[src/rtl/core_pkg.sv]
// rtl/core_pkg.sv - shared opcodes, PC select encoding and fetch states
package core_pkg;

  localparam logic [6:0] OP_RTYPE = 7'b0110011;
  localparam logic [6:0] OP_ITYPE = 7'b0010011;
  localparam logic [6:0] OP_LOAD  = 7'b0000011;
  localparam logic [6:0] OP_STORE = 7'b0100011;
  localparam logic [6:0] OP_BTYPE = 7'b1100011;
  localparam logic [6:0] OP_JAL   = 7'b1101111;
  localparam logic [6:0] OP_JALR  = 7'b1100111;
  localparam logic [6:0] OP_LUI   = 7'b0110111;
  localparam logic [6:0] OP_AUIPC = 7'b0010111;

  localparam logic [1:0] PCSEL_PLUS4 = 2'b00;
  localparam logic [1:0] PCSEL_REL   = 2'b01;
  localparam logic [1:0] PCSEL_JALR  = 2'b10;
  localparam logic [1:0] PCSEL_RESET = 2'b11;

  typedef enum logic [2:0] {
    ST_FETCH    = 3'd0,
    ST_WAIT_MEM = 3'd1,
    ST_ISSUE    = 3'd2,
    ST_EXEC     = 3'd3,
    ST_HALT     = 3'd4
  } fetch_state_e;

endpackage

[src/rtl/imm_gen.sv]
// rtl/imm_gen.sv - sign-extended immediate extraction by instruction format
module imm_gen
  import core_pkg::*;
(
  input  logic [31:0] ir,
  input  logic [6:0]  opcode,
  output logic [31:0] imm
);

  // Select the immediate layout implied by the opcode; unknown opcodes give 0
  always_comb begin
    imm = 32'h0;
    case (opcode)
      OP_ITYPE, OP_LOAD, OP_JALR: imm = {{20{ir[31]}}, ir[31:20]};
      OP_STORE:                   imm = {{20{ir[31]}}, ir[31:25], ir[11:7]};
      OP_BTYPE:                   imm = {{19{ir[31]}}, ir[31], ir[7], ir[30:25], ir[11:8], 1'b0};
      OP_JAL:                     imm = {{11{ir[31]}}, ir[31], ir[19:12], ir[20], ir[30:21], 1'b0};
      OP_LUI, OP_AUIPC:           imm = {ir[31:12], 12'h000};
      default:                    imm = 32'h0;
    endcase
  end

endmodule

[src/rtl/instr_fetch_unit.sv]
// rtl/instr_fetch_unit.sv - PC owner, instruction fetch sequencer and decoder
module instr_fetch_unit
  import core_pkg::*;
#(
  parameter logic [31:0] RESET_VECTOR = 32'h0000_0000,
  parameter int          TIMEOUT      = 16,
  parameter int          TO_W         = 5
) (
  input  logic        clk,
  input  logic        rst_n,
  input  logic        enPC,
  input  logic        PCsel1,
  input  logic        PCsel0,
  input  logic        done,
  input  logic [31:0] alu_result,
  output logic        imem_req,
  output logic [31:0] imem_addr,
  input  logic [31:0] imem_rdata,
  input  logic        imem_valid,
  output logic        start,
  output logic [6:0]  opcode,
  output logic [2:0]  lorbtype,
  output logic [3:0]  alu_action,
  output logic [4:0]  rs1,
  output logic [4:0]  rs2,
  output logic [4:0]  rd,
  output logic [31:0] imm,
  output logic [31:0] pc,
  output logic [31:0] ir_pc,
  output logic [31:0] pc_plus4,
  output logic        fault
);

  fetch_state_e state_q, state_d;
  logic [31:0]  pc_q, pc_d;
  logic [31:0]  ir_q, ir_d;
  logic [31:0]  ir_pc_q, ir_pc_d;
  logic         ir_valid_q, ir_valid_d;
  logic         fault_q, fault_d;
  logic [TO_W-1:0] cnt_q, cnt_d;
  logic         imem_req_q, imem_req_d;
  logic [31:0]  imem_addr_q, imem_addr_d;
  logic         start_q, start_d;

  logic [31:0]  imm_raw;
  logic [31:0]  target;
  logic [1:0]   pcsel;
  logic         pc_upd;
  logic         misaligned;

  imm_gen u_imm_gen (
    .ir     (ir_q),
    .opcode (ir_q[6:0]),
    .imm    (imm_raw)
  );

  assign pcsel = {PCsel1, PCsel0};

  // Branch/jump target; always relative to the held instruction so a held enPC is idempotent
  always_comb begin
    target = ir_pc_q + 32'd4;
    case (pcsel)
      PCSEL_PLUS4: target = ir_pc_q + 32'd4;
      PCSEL_REL:   target = ir_pc_q + imm_raw;
      PCSEL_JALR:  target = alu_result & ~32'h1;
      PCSEL_RESET: target = RESET_VECTOR;
      default:     target = ir_pc_q + 32'd4;
    endcase
  end

  assign pc_upd     = enPC && (state_q != ST_HALT);
  assign misaligned = pc_upd && (target[1:0] != 2'b00);

  // Next-state logic: PC update first, then sequencing, then the misalignment override
  always_comb begin
    state_d     = state_q;
    pc_d        = pc_q;
    ir_d        = ir_q;
    ir_pc_d     = ir_pc_q;
    ir_valid_d  = ir_valid_q;
    fault_d     = fault_q;
    cnt_d       = cnt_q;
    imem_req_d  = 1'b0;
    imem_addr_d = imem_addr_q;
    start_d     = 1'b0;

    if (pc_upd && !misaligned) begin
      pc_d = target;
    end

    case (state_q)
      // Straight out of reset the strobe is still low, so raise it here first
      ST_FETCH: begin
        if (imem_req_q) begin
          state_d = ST_WAIT_MEM;
          cnt_d   = '0;
        end else begin
          imem_req_d  = 1'b1;
          imem_addr_d = pc_d;
        end
      end
      // ir_pc takes the address the word was actually requested from
      ST_WAIT_MEM: begin
        if (imem_valid) begin
          ir_d       = imem_rdata;
          ir_pc_d    = imem_addr_q;
          ir_valid_d = 1'b1;
          start_d    = 1'b1;
          state_d    = ST_ISSUE;
        end else if (cnt_q == TO_W'(TIMEOUT - 1)) begin
          fault_d = 1'b1;
          state_d = ST_HALT;
        end else begin
          cnt_d = cnt_q + 1'b1;
        end
      end
      ST_ISSUE: begin
        state_d = ST_EXEC;
      end
      // Retire: the fetch request goes out from the already-updated pc
      ST_EXEC: begin
        if (done) begin
          ir_valid_d  = 1'b0;
          state_d     = ST_FETCH;
          imem_req_d  = 1'b1;
          imem_addr_d = pc_d;
        end
      end
      ST_HALT: begin
        ir_valid_d = 1'b0;
      end
      default: begin
        state_d = ST_HALT;
      end
    endcase

    if (misaligned) begin
      fault_d    = 1'b1;
      state_d    = ST_HALT;
      ir_valid_d = 1'b0;
      imem_req_d = 1'b0;
      start_d    = 1'b0;
    end
  end

  // State registers with synchronous active-low reset
  always_ff @(posedge clk) begin
    if (!rst_n) begin
      state_q     <= ST_FETCH;
      pc_q        <= RESET_VECTOR;
      ir_q        <= 32'h0;
      ir_pc_q     <= RESET_VECTOR;
      ir_valid_q  <= 1'b0;
      fault_q     <= 1'b0;
      cnt_q       <= '0;
      imem_req_q  <= 1'b0;
      imem_addr_q <= RESET_VECTOR;
      start_q     <= 1'b0;
    end else begin
      state_q     <= state_d;
      pc_q        <= pc_d;
      ir_q        <= ir_d;
      ir_pc_q     <= ir_pc_d;
      ir_valid_q  <= ir_valid_d;
      fault_q     <= fault_d;
      cnt_q       <= cnt_d;
      imem_req_q  <= imem_req_d;
      imem_addr_q <= imem_addr_d;
      start_q     <= start_d;
    end
  end

  assign imem_req   = imem_req_q;
  assign imem_addr  = imem_addr_q;
  assign start      = start_q;
  assign pc         = pc_q;
  assign ir_pc      = ir_pc_q;
  assign pc_plus4   = ir_pc_q + 32'd4;
  assign fault      = fault_q;

  assign opcode     = ir_valid_q ? ir_q[6:0]            : 7'h0;
  assign lorbtype   = ir_valid_q ? ir_q[14:12]          : 3'h0;
  assign alu_action = ir_valid_q ? {ir_q[30], ir_q[14:12]} : 4'h0;
  assign rs1        = ir_valid_q ? ir_q[19:15]          : 5'h0;
  assign rs2        = ir_valid_q ? ir_q[24:20]          : 5'h0;
  assign rd         = ir_valid_q ? ir_q[11:7]           : 5'h0;
  assign imm        = ir_valid_q ? imm_raw              : 32'h0;

endmodule

[config.mk]
export PLATFORM = sky130hd
export DESIGN_NAME = instr_fetch_unit
export DESIGN_NICKNAME = d
export VERILOG_FILES = /design/src/rtl/core_pkg.sv /design/src/rtl/imm_gen.sv /design/src/rtl/instr_fetch_unit.sv
export SDC_FILE = /design/constraint.sdc
export NUM_CORES = 1
export LEC_CHECK = 0
export CAP_MARGIN = 20
export CORE_MARGIN = 10
export CORE_UTILIZATION = 50
export DETAILED_ROUTE_END_ITERATION = 8
export GPL_TIMING_DRIVEN = 0
export PLACE_DENSITY = 0.83
export RECOVER_POWER = 50
export SLEW_MARGIN = 20
export SYNTH_ARGS = -nofsm -noshare
export SYNTH_HDL_FRONTEND = slang
export SYNTH_SLANG_ARGS = --single-unit
[constraint.sdc]
create_clock -name clk -period 12.35 [get_ports clk]
set_input_delay 1.235 -clock clk [delete_from_list [all_inputs] [get_ports clk]]
set_output_delay 1.235 -clock clk [all_outputs]
set_load 0.05 [all_outputs]
# == After elaboration in Yosys (flattened, before gate mapping) ==
# Cells that the tools add are included.
# word_totals
regBits,140
output_inout_bits,192
inputBits,71
wordCells,103
# classes
mux,34
bitwise,3
eq_ne,29
addsub,3
n_reduce_logical,23
# ops
op,count
32-bit one-hot mux with 5 select lines,1
32-bit 2-to-1 mux,4
32-bit one-hot mux with 4 select lines,1
32-bit one-hot mux with 2 select lines,1
32-bit by 3-bit adder with 32-bit output (second input constant),1
32-bit adder,1
5-bit 2-to-1 mux,6
7-bit == test (second input constant),3
3-bit 2-to-1 mux,6
3-bit one-hot mux with 5 select lines,1
7-bit by 5-bit == test with 1-bit output (second input constant),2
7-bit by 6-bit == test with 1-bit output (second input constant),2
2-bit inequality test (second input constant),7
3-bit inequality test (second input constant),4
4-bit AND reduction,3
5-bit one-hot mux with 2 select lines,1
2-bit nonzero test,5
1-bit 2-to-1 mux,9
3-bit AND reduction,3
7-bit by 2-bit == test with 1-bit output (second input constant),1
7-bit 2-to-1 mux,1
3-bit by 2-bit == test with 1-bit output (second input constant),2
3-bit OR reduction,2
5-bit by 1-bit adder with 5-bit output (second input constant),1
18 further kinds,24

# == Longest topological paths before layout ==
# Gate-level depths: netlist (run 1).
# depth
depth_word,12
depth_mapped,20
mapped_depth_nobuf,18

# == Modules after synthesis ==
# A second synthesis (run 1) with hierarchy kept.
# unflattened
hier_cells,1206
area_unflattened_um2,8982.4
# by_module_without_submodules
module,cells_per_inst,area_per_inst_um2,n_inst,seq_area_each_um2
instr_fetch_unit,1127,8435.6,1,2802.7
imm_gen,79,546.8,1,0.0

# == Worst setup path after synthesis (run 1) ==
# Ideal clock, no wire load.
# synth_timing
path_kind,register to output
start,"register ir_pc_q[9], in the netlist ir_pc[9]"
end,output port pc_plus4[31]
t_arrival_ns,3.145
slack_ns,7.970
stages_incl_launch_ff,8
n_path_buf,1
required_ns,11.115
cell_sequence,dfxtp_1 -> clkbuf_1 -> nand4_1 -> nor2_1 -> nand4_1 -> nor3_1 -> nand4_1 -> xnor2_1
# synth_via
elab_chain_cells,1
# synth_lines
element,line_no,text
"start, declared",instr_fetch_unit.sv:37,"logic [31:0] ir_pc_q, ir_pc_d;"
"start signal, assigned",instr_fetch_unit.sv:163,ir_pc_q <= ir_pc_d;
32-bit by 3-bit adder with 32-bit output,instr_fetch_unit.sv:178,assign pc_plus4 = ir_pc_q + 32'd4;
"end, declared",instr_fetch_unit.sv:30,"output logic [31:0] pc_plus4,"
# Every way passes these cells.

# == Worst setup path in the final report (run 1) ==
# layout_timing
start,register ir_q[0]
end,"register imem_addr_q[27], in the netlist imem_addr[27]"
# layout_via
elab_chain_cells,12
word_cells_on_any_way,21
cone_classes,add/sub (1); eq/ne (8); mux (6); reduce/logical (6)
# layout_lines
element,line_no,text
"start, declared",instr_fetch_unit.sv:36,"logic [31:0] ir_q, ir_d;"
"start signal, assigned",instr_fetch_unit.sv:162,ir_q <= ir_d;
7-bit by 5-bit == test with 1-bit output (tied with other cells),imm_gen.sv:13,case (opcode)
3-bit OR reduction / 2-bit OR reduction (equally long branches),imm_gen.sv:13,
32-bit one-hot mux with 5 select lines *,imm_gen.sv:13,
32-bit adder *,instr_fetch_unit.sv:64,PCSEL_REL: target = ir_pc_q + imm_raw;
32-bit one-hot mux with 4 select lines *,instr_fetch_unit.sv:62,case (pcsel)
2-bit nonzero test,instr_fetch_unit.sv:72,assign misaligned = pc_upd && (target[1:0] != 2'b00);
1-bit logical AND,instr_fetch_unit.sv:72,
1-bit zero test,instr_fetch_unit.sv:87,if (pc_upd && !misaligned) begin
1-bit logical AND,instr_fetch_unit.sv:87,
32-bit 2-to-1 mux *,instr_fetch_unit.sv:87,
"32-bit 2-to-1 mux, on equally long branches","instr_fetch_unit.sv:122, instr_fetch_unit.sv:94",
32-bit one-hot mux with 2 select lines *,instr_fetch_unit.sv:91,case (state_q)
"end signal, assigned",instr_fetch_unit.sv:168,imem_addr_q <= imem_addr_d;
"end, declared",instr_fetch_unit.sv:42,"logic [31:0] imem_addr_q, imem_addr_d;"
# Mark *: on every way between the ends. The rest lies on a longest branch, timed or not. The select of a mux whose other input is x is not followed.
# A chain may end at the register's enable or synchronous reset.

==> metrics, run 1 <==
Core Util, Final=just over 70%; maximum vdd drop=about 0.11 mV; setup violators final=0; worst hold path type=register to register; All-Layer GR Usage=32.3%; Power Dens Cells=roughly 110 mW/mm^2; sequential-to-total area share from yosys stat=~30%; TritonCTS clock tree=yes; Area Overhead vs Synth=37.5%; commonest non-fill, non-tap cell in the layout=nand2_1; I/O Pins=about 260; final WL=between 40 and 50 mm; later-pin clock latency in the skew report=approximately 0.44 ns; Seq cells post-synth=140; 1st-pass router iterations=5; Post-synth EDFFs=0; port buffer count=260; Post-synth top flop=dfxtp_1; clock skew=~0.0087 ns; Max Root-Sink Buffers=2; CTS Sinks=140; row cnt=49; post-layout minimum cycle time=5.70 ns; Lkg Pwr=slightly below 0.005 uW; initial antenna violation count=0; RSZ-0062 raised after global routing=false; DRT iter0 DRCs=roughly 1400; Initial Util=between 50% and 60%; worst-margin pin slew=0.897 ns; Mapped Area=approximately 0.0094 sq mm; outcome=complete, no violations; die area=~0.025 sq mm; global-route wire length before repair=approximately 62 mm; maxcap violations=0; GRT overflow=0; slew margin rel.=40.2%; vias per cell=between 6 and 7; clk slew on worst S/H paths=approximately 0.070 ns; DP HPWL=33.0 mm; GPL Wtd Cong=1.03; CP Capture Type=register; max-slew violation count=0; Layout Cells excl Fill=roughly 1800; vias in the first global route=roughly 11000; clock buffers created by TritonCTS=17; critical path class=register to register; Nets=between 1500 and 2000; die span in y=roughly 160 microns; f_max=175 MHz; commonest cells after routing, fill and taps aside=nand2_1, a21oi_1, clkdlybuf4s50_1; CP required=12.71 ns; Post-Syn Instances=around 1300; Inst Count DP=between 1500 and 2000; FFs w/ async S/R, synth=0%; layout cell share with drive strength beyond 1=approximately 4.7%; Yosys Warn Count=0; Crit Path Max Fanout=6; Avg WL per Cell=between 20 and 25 microns; fill count=between 1500 and 2000; CTS root buf=clkbuf_16; H-tree levels=4; post_cts resized=0; core footprint=roughly 0.018 sq mm; Vias=11400; DRC=0; Setup TNS=0 ns; Die X=between 150 and 200 microns; Startpoint Class=register; Critical Path AT=roughly 6.1 ns; Avg Cell Area, Syn=7.14 sq um; # hold bufs at CTS=0; Mapped Nets=1399; period utilization=a little under half; pin count of the biggest net entering global routing=19; Antenna Nets Post-Route=0; final hold slack=between 0.4 and 0.5 ns; number of setup buffers added after CTS=0; diode count=0; synth unique cells=between 80 and 90; final number of hold-violating endpoints=0
worst max-delay path: stages (launching register included):
cell,delay [ns]
dfxtp_1,0.58
nand3_4,0.21
or3_1,0.35
buf_2,0.17
nand2_1,0.13
a22o_1,0.26
ha_1,0.26
a21o_1,0.16
a21o_1,0.20
a211oi_1,0.47
a2111oi_0,0.14
a211oi_1,0.67
a2111oi_2,0.23
nor3_1,0.51
o21ai_1,0.28
a41oi_1,0.30
xnor2_1,0.23
a21oi_1,0.18
o31ai_1,0.27
metal layers:
layer,global-route usage [%],routed length [microns]
met1,38.9,15800
met4,16.4,2010
met5,0,0
met3,8.00,4740
met2,52.4,19200
stage by stage:
stage	cell area [sq um]	worst slack [ns]	total power [uW]
6_report	12900	6.65	1360
5_1_grt	12900	6.44	1390
4_1_cts	12900	6.82	1360
3_5_place_dp	12200	6.84	831
3_3_place_gp	12200	6.85	826
2_1_floorplan	9350	7.97	700
final timing paths:
path / from / to / slack [ns] / cells past startpoint
max: ir_q[0]$_SDFFE_PN0P_ / imem_addr[27]$_SDFFE_PN0P_ / 6.65 / 18
min: imem_addr[10]$_SDFFE_PN0P_ / imem_addr[10]$_SDFFE_PN0P_ / 0.47 / 2
max reg2reg: ir_q[0]$_SDFFE_PN0P_ / imem_addr[27]$_SDFFE_PN0P_ / 6.65 / 18
min reg2reg: imem_addr[10]$_SDFFE_PN0P_ / imem_addr[10]$_SDFFE_PN0P_ / 0.47 / 2
power by group:
| part | switching [uW] | internal [uW] |
|---|---|---|
| clock | 261 | 276 |
| combinational | 223 | 92.6 |
| sequential | 27.9 | 479 |
| total | 512 | 847 |
Yosys cell counts (20+ instances only):
master | number | area (sq um)
nor3_1 | 28 | 140
inv_1 | 20 | 75.1
o21ai_0 | 58 | 290
a211oi_1 | 20 | 150
nand2_1 | 234 | 878
xor2_1 | 22 | 193
a21oi_1 | 164 | 821
dfxtp_1 | 140 | 2800
clkbuf_1 | 80 | 300
xnor2_1 | 46 | 403
and2_1 | 39 | 244
nand3_1 | 36 | 180
nor2_1 | 113 | 424
area by class of cell:
class                   count  area, sq um  area share, %
inverters                  22         82.6          0.642
clock inverters            15          189           1.47
well taps                 229          287           2.23
multi-input cells        1041         6030           46.9
plain buffers             106          439           3.42
repair buffers            260         2600           20.2
flip-flops and latches    140         2800           21.8
clock buffers              17          425           3.31
sequential cells by signal, indices dropped and copies added (netlist names):
register	cells
cnt_q	5
ir_valid_q	1
fault	1
start	1
imem_req	1
pc	32
ir_pc	32
imem_addr	32
state_q	3
ir_q	32
cells by family after synthesis:
| logic type | Yosys count | synth area share, % |
|---|---|---|
| XOR/XNOR | 68 | 6.37 |
| AO/OA/AOI/OAI | 405 | 27.1 |
| flip-flops | 140 | 30.0 |
| adder cells (fa/ha/maj) | 27 | 3.48 |
| multiplexers | 15 | 1.62 |
| buffers and inverters | 128 | 5.58 |
| AND/OR/NAND/NOR | 526 | 25.9 |
(Power assumes the default switching activity.)
==> run 2, diff against run 1 <==
--- a/config.mk
+++ b/config.mk
@@ -7,10 +7,10 @@
 export LEC_CHECK = 0
 export CAP_MARGIN = 20
 export CORE_MARGIN = 10
-export CORE_UTILIZATION = 50
+export CORE_UTILIZATION = 44
 export DETAILED_ROUTE_END_ITERATION = 8
 export GPL_TIMING_DRIVEN = 0
-export PLACE_DENSITY = 0.83
+export PLACE_DENSITY = 0.77
 export RECOVER_POWER = 50
 export SLEW_MARGIN = 20
 export SYNTH_ARGS = -nofsm -noshare
==> constraint.sdc (replaced) <==
create_clock -name clk -period 4.95 [get_ports clk]
set_input_delay 0.495 -clock clk [delete_from_list [all_inputs] [get_ports clk]]
set_output_delay 0.495 -clock clk [all_outputs]
set_load 0.05 [all_outputs]
==> run 2 against run 1 <==
  * Worst hold slack lost 0.0074 ns
  * Combinational power grew 150%
  * Critical path depth grew 1
  * Cell count grew 2.7%
  * Clock skew grew 0.013 ns
  * Register-to-register slack lost 6.5 ns
  * Sequential share of layout area shrank 0.27 points
  * Total power grew 150%
  * Count of clock-buffer cells in the layout is the same
  * Fmax grew 20%
  * Clock power grew 150%
  * Critical path type unchanged
  * Critical endpoint is now imem_addr[20]$_SDFFE_PN0P_
  * Largest cell class unchanged
==> metrics, run 2 (synthesis results as in run 1) <==
vias in the first global route=10300 (-4.7%); Worst R2R Setup Slack=0.20 ns (-6.45 ns); Setup TNS=0 ns (unchanged); origin of the critical flop-to-flop path=ir_q[4]$_SDFFE_PN0P_; Hold Crit Depth=2 (unchanged); vias per cell=5.96 (-3.9%); Vias=11200 (-1.3%); slowest CP cell=dfxtp_1; outcome=complete, no violations; pin count of the biggest net entering global routing=19 (unchanged); Min-Delay Startpoint=fault$_SDFFE_PN0P_; commonest non-fill, non-tap cell in the layout=nand2_1; slew margin rel.=38.4% (-1.8 points); H-tree levels=4 (unchanged); clk slew on worst S/H paths=0.08 ns (about the same); row cnt=53 (+8.2%); Die X=166 microns (+5.8%); Antenna Nets Post-Route=0 (unchanged); 1st-pass router iterations=8 (+3); maximum vdd drop=0.283 mV (+160%); Nets=1681 (+0.18%); fill count=1982 (+30%); worst-margin pin slew=0.925 ns (+0.0275 ns); GRT overflow=0 (unchanged); DRT iter0 DRCs=1376 (+0.15%); Lkg Pwr=0.00488 uW (about the same); f_max=210 MHz (+20%); Reg2Reg Depth=19 (+1); Critical Path AT=5.11 ns (-0.95 ns); Layout Cells excl Fill=1879 (+2.7%); overall power=3380 uW (+150%); Avg WL per Cell=22.4 microns (-1.5%); RSZ-0062 raised after global routing=true; die span in y=166 microns (+5.8%); DP HPWL=33.4 mm (+1.3%); crit path buf inv count=2 (+1); port buffer count=260 (unchanged); DRC=0 (unchanged); clock buffers created by TritonCTS=17 (unchanged); post-layout minimum cycle time=4.75 ns (-0.950 ns); Power Dens Cells=259 mW/mm^2 (+140%); critical path's largest stage delay=0.37 ns (-0.30 ns); Core Util, Final=62.2% (-8.4 points); CP required=5.31 ns (-7.40 ns); WP depth=19 (+1); commonest cells after routing, fill and taps aside=nand2_1, clkdlybuf4s50_1, a21oi_1; layout cell share with drive strength beyond 1=6.23% (+1.5 points); I/O Pins=263 (unchanged); later-pin clock latency in the skew report=0.44 ns (about the same); CTS Sinks=140 (unchanged); crit path from=ir_q[4]$_SDFFE_PN0P_; GPL Wtd Cong=0.997 (-2.9%); CP Capture Type=register; setup violators final=0 (unchanged); CTS root buf=clkbuf_16; final number of hold-violating endpoints=0 (unchanged); global-route wire length before repair=62.1 mm (+0.59%); TritonCTS clock tree=yes; R2R Path End=imem_addr[20]$_SDFFE_PN0P_; worst setup path end=imem_addr[20]$_SDFFE_PN0P_; Crit Path Max Fanout=8 (+2); All-Layer GR Usage=28.4% (-3.9 points); Max Root-Sink Buffers=2 (unchanged); initial antenna violation count=0 (unchanged); Area Overhead vs Synth=39.4%; critical path cell sequence=nand2b_1 > buf_6 > or3_1 > buf_2 > nand2_1 > a22o_1 > fa_1 > a211oi_2 > o21bai_2 > o21ai_1 > o221a_2 > a31o_2 > a41oi_1 > a21oi_2 > o21ai_1 > a21oi_1 > xnor2_1 > a21oi_1 > o31ai_1; diode count=0 (unchanged); Worst path top cell family by delay=compound AO/OA/AOI/OAI gates; core footprint=0.0210 sq mm (+15%); worst hold path type=register to register; final WL=42.2 mm (+1.1%); Inst Count DP=1844 (+2.6%); die area=0.0275 sq mm (+12%); clock skew=0.0212 ns (+0.0126 ns); Startpoint Class=register; Initial Util=44.6% (-6.7 points); max-slew violation count=0 (unchanged); maxcap violations=0 (unchanged); critical path class=register to register; period utilization=96.0% (+50 points)
-- run 2: worst min path at each step --
stage                                   endpoint  slack (ns)
final                         fault$_SDFFE_PN0P_        0.47
after global routing      ir_pc[27]$_SDFFE_PN0P_        0.49
after CTS                     fault$_SDFFE_PN0P_        0.47
after detailed placement      fault$_SDFFE_PN0P_        0.46
after global placement        fault$_SDFFE_PN0P_        0.46
after floorplan            ir_q[14]$_SDFFE_PN0P_        0.44
-- run 2: final cells by class --
| class | count | area (sq um) | share of cell area [%] |
|---|---|---|---|
| Multi-Input combinational cell | 1041 | 6120 | 46.9 |
| Sequential cell | 140 | 2810 | 21.5 |
| Timing Repair Buffer | 265 | 2640 | 20.2 |
| Tap cell | 275 | 344 | 2.64 |
| Clock buffer | 17 | 425 | 3.26 |
| Inverter | 22 | 82.6 | 0.633 |
| Clock inverter | 15 | 186 | 1.43 |
| Buffer | 104 | 432 | 3.31 |
-- run 2: power by group --
| part | internal [uW] | total, uW | switching, uW |
|---|---|---|---|
| Combinational | 232 | 785 | 554 |
| Clock | 686 | 1330 | 640 |
| Sequential | 1200 | 1270 | 69.9 |
| Total | 2110 | 3380 | 1260 |
-- run 2: metal layers --
layer,global-route usage (%),up-vias,wire length (microns)
met1,35.5,5299,17000
met2,46.2,632,19500
met4,9.40,0,1330
li1,-,5175,-
met5,0,-,0
met3,7.74,96,4400
-- run 2: per-stage QoR --
step / hold slack (ns) / cell area (sq um) / setup WS [ns]
2_1_floorplan: 0.445 / 9350 / 0.616
3_3_place_gp: 0.456 / 12300 / -0.412
3_5_place_dp: 0.460 / 12300 / -0.430
4_1_cts: 0.469 / 12900 / 0.0599
5_1_grt: 0.493 / 13000 / -0.00161
6_report: 0.465 / 13000 / 0.198
-- run 2: repair_timing --
action / 4_1_cts / 5_1_grt
gates cloned: 0 / 0
resized for setup: 5 / 19
buffers inserted: 0 / 5
hold buffers: 0 / 0
pin swaps: 0 / 5
endpoints found under the setup margin: 32 / 28
-- run 2: tightest hold or removal path, delay by kind of cell (launching register included) --
family                 cells  cell delay (ns)
AO/OA/AOI/OAI              1             0.06
buffers and inverters      1             0.05
flip-flops                 1             0.31
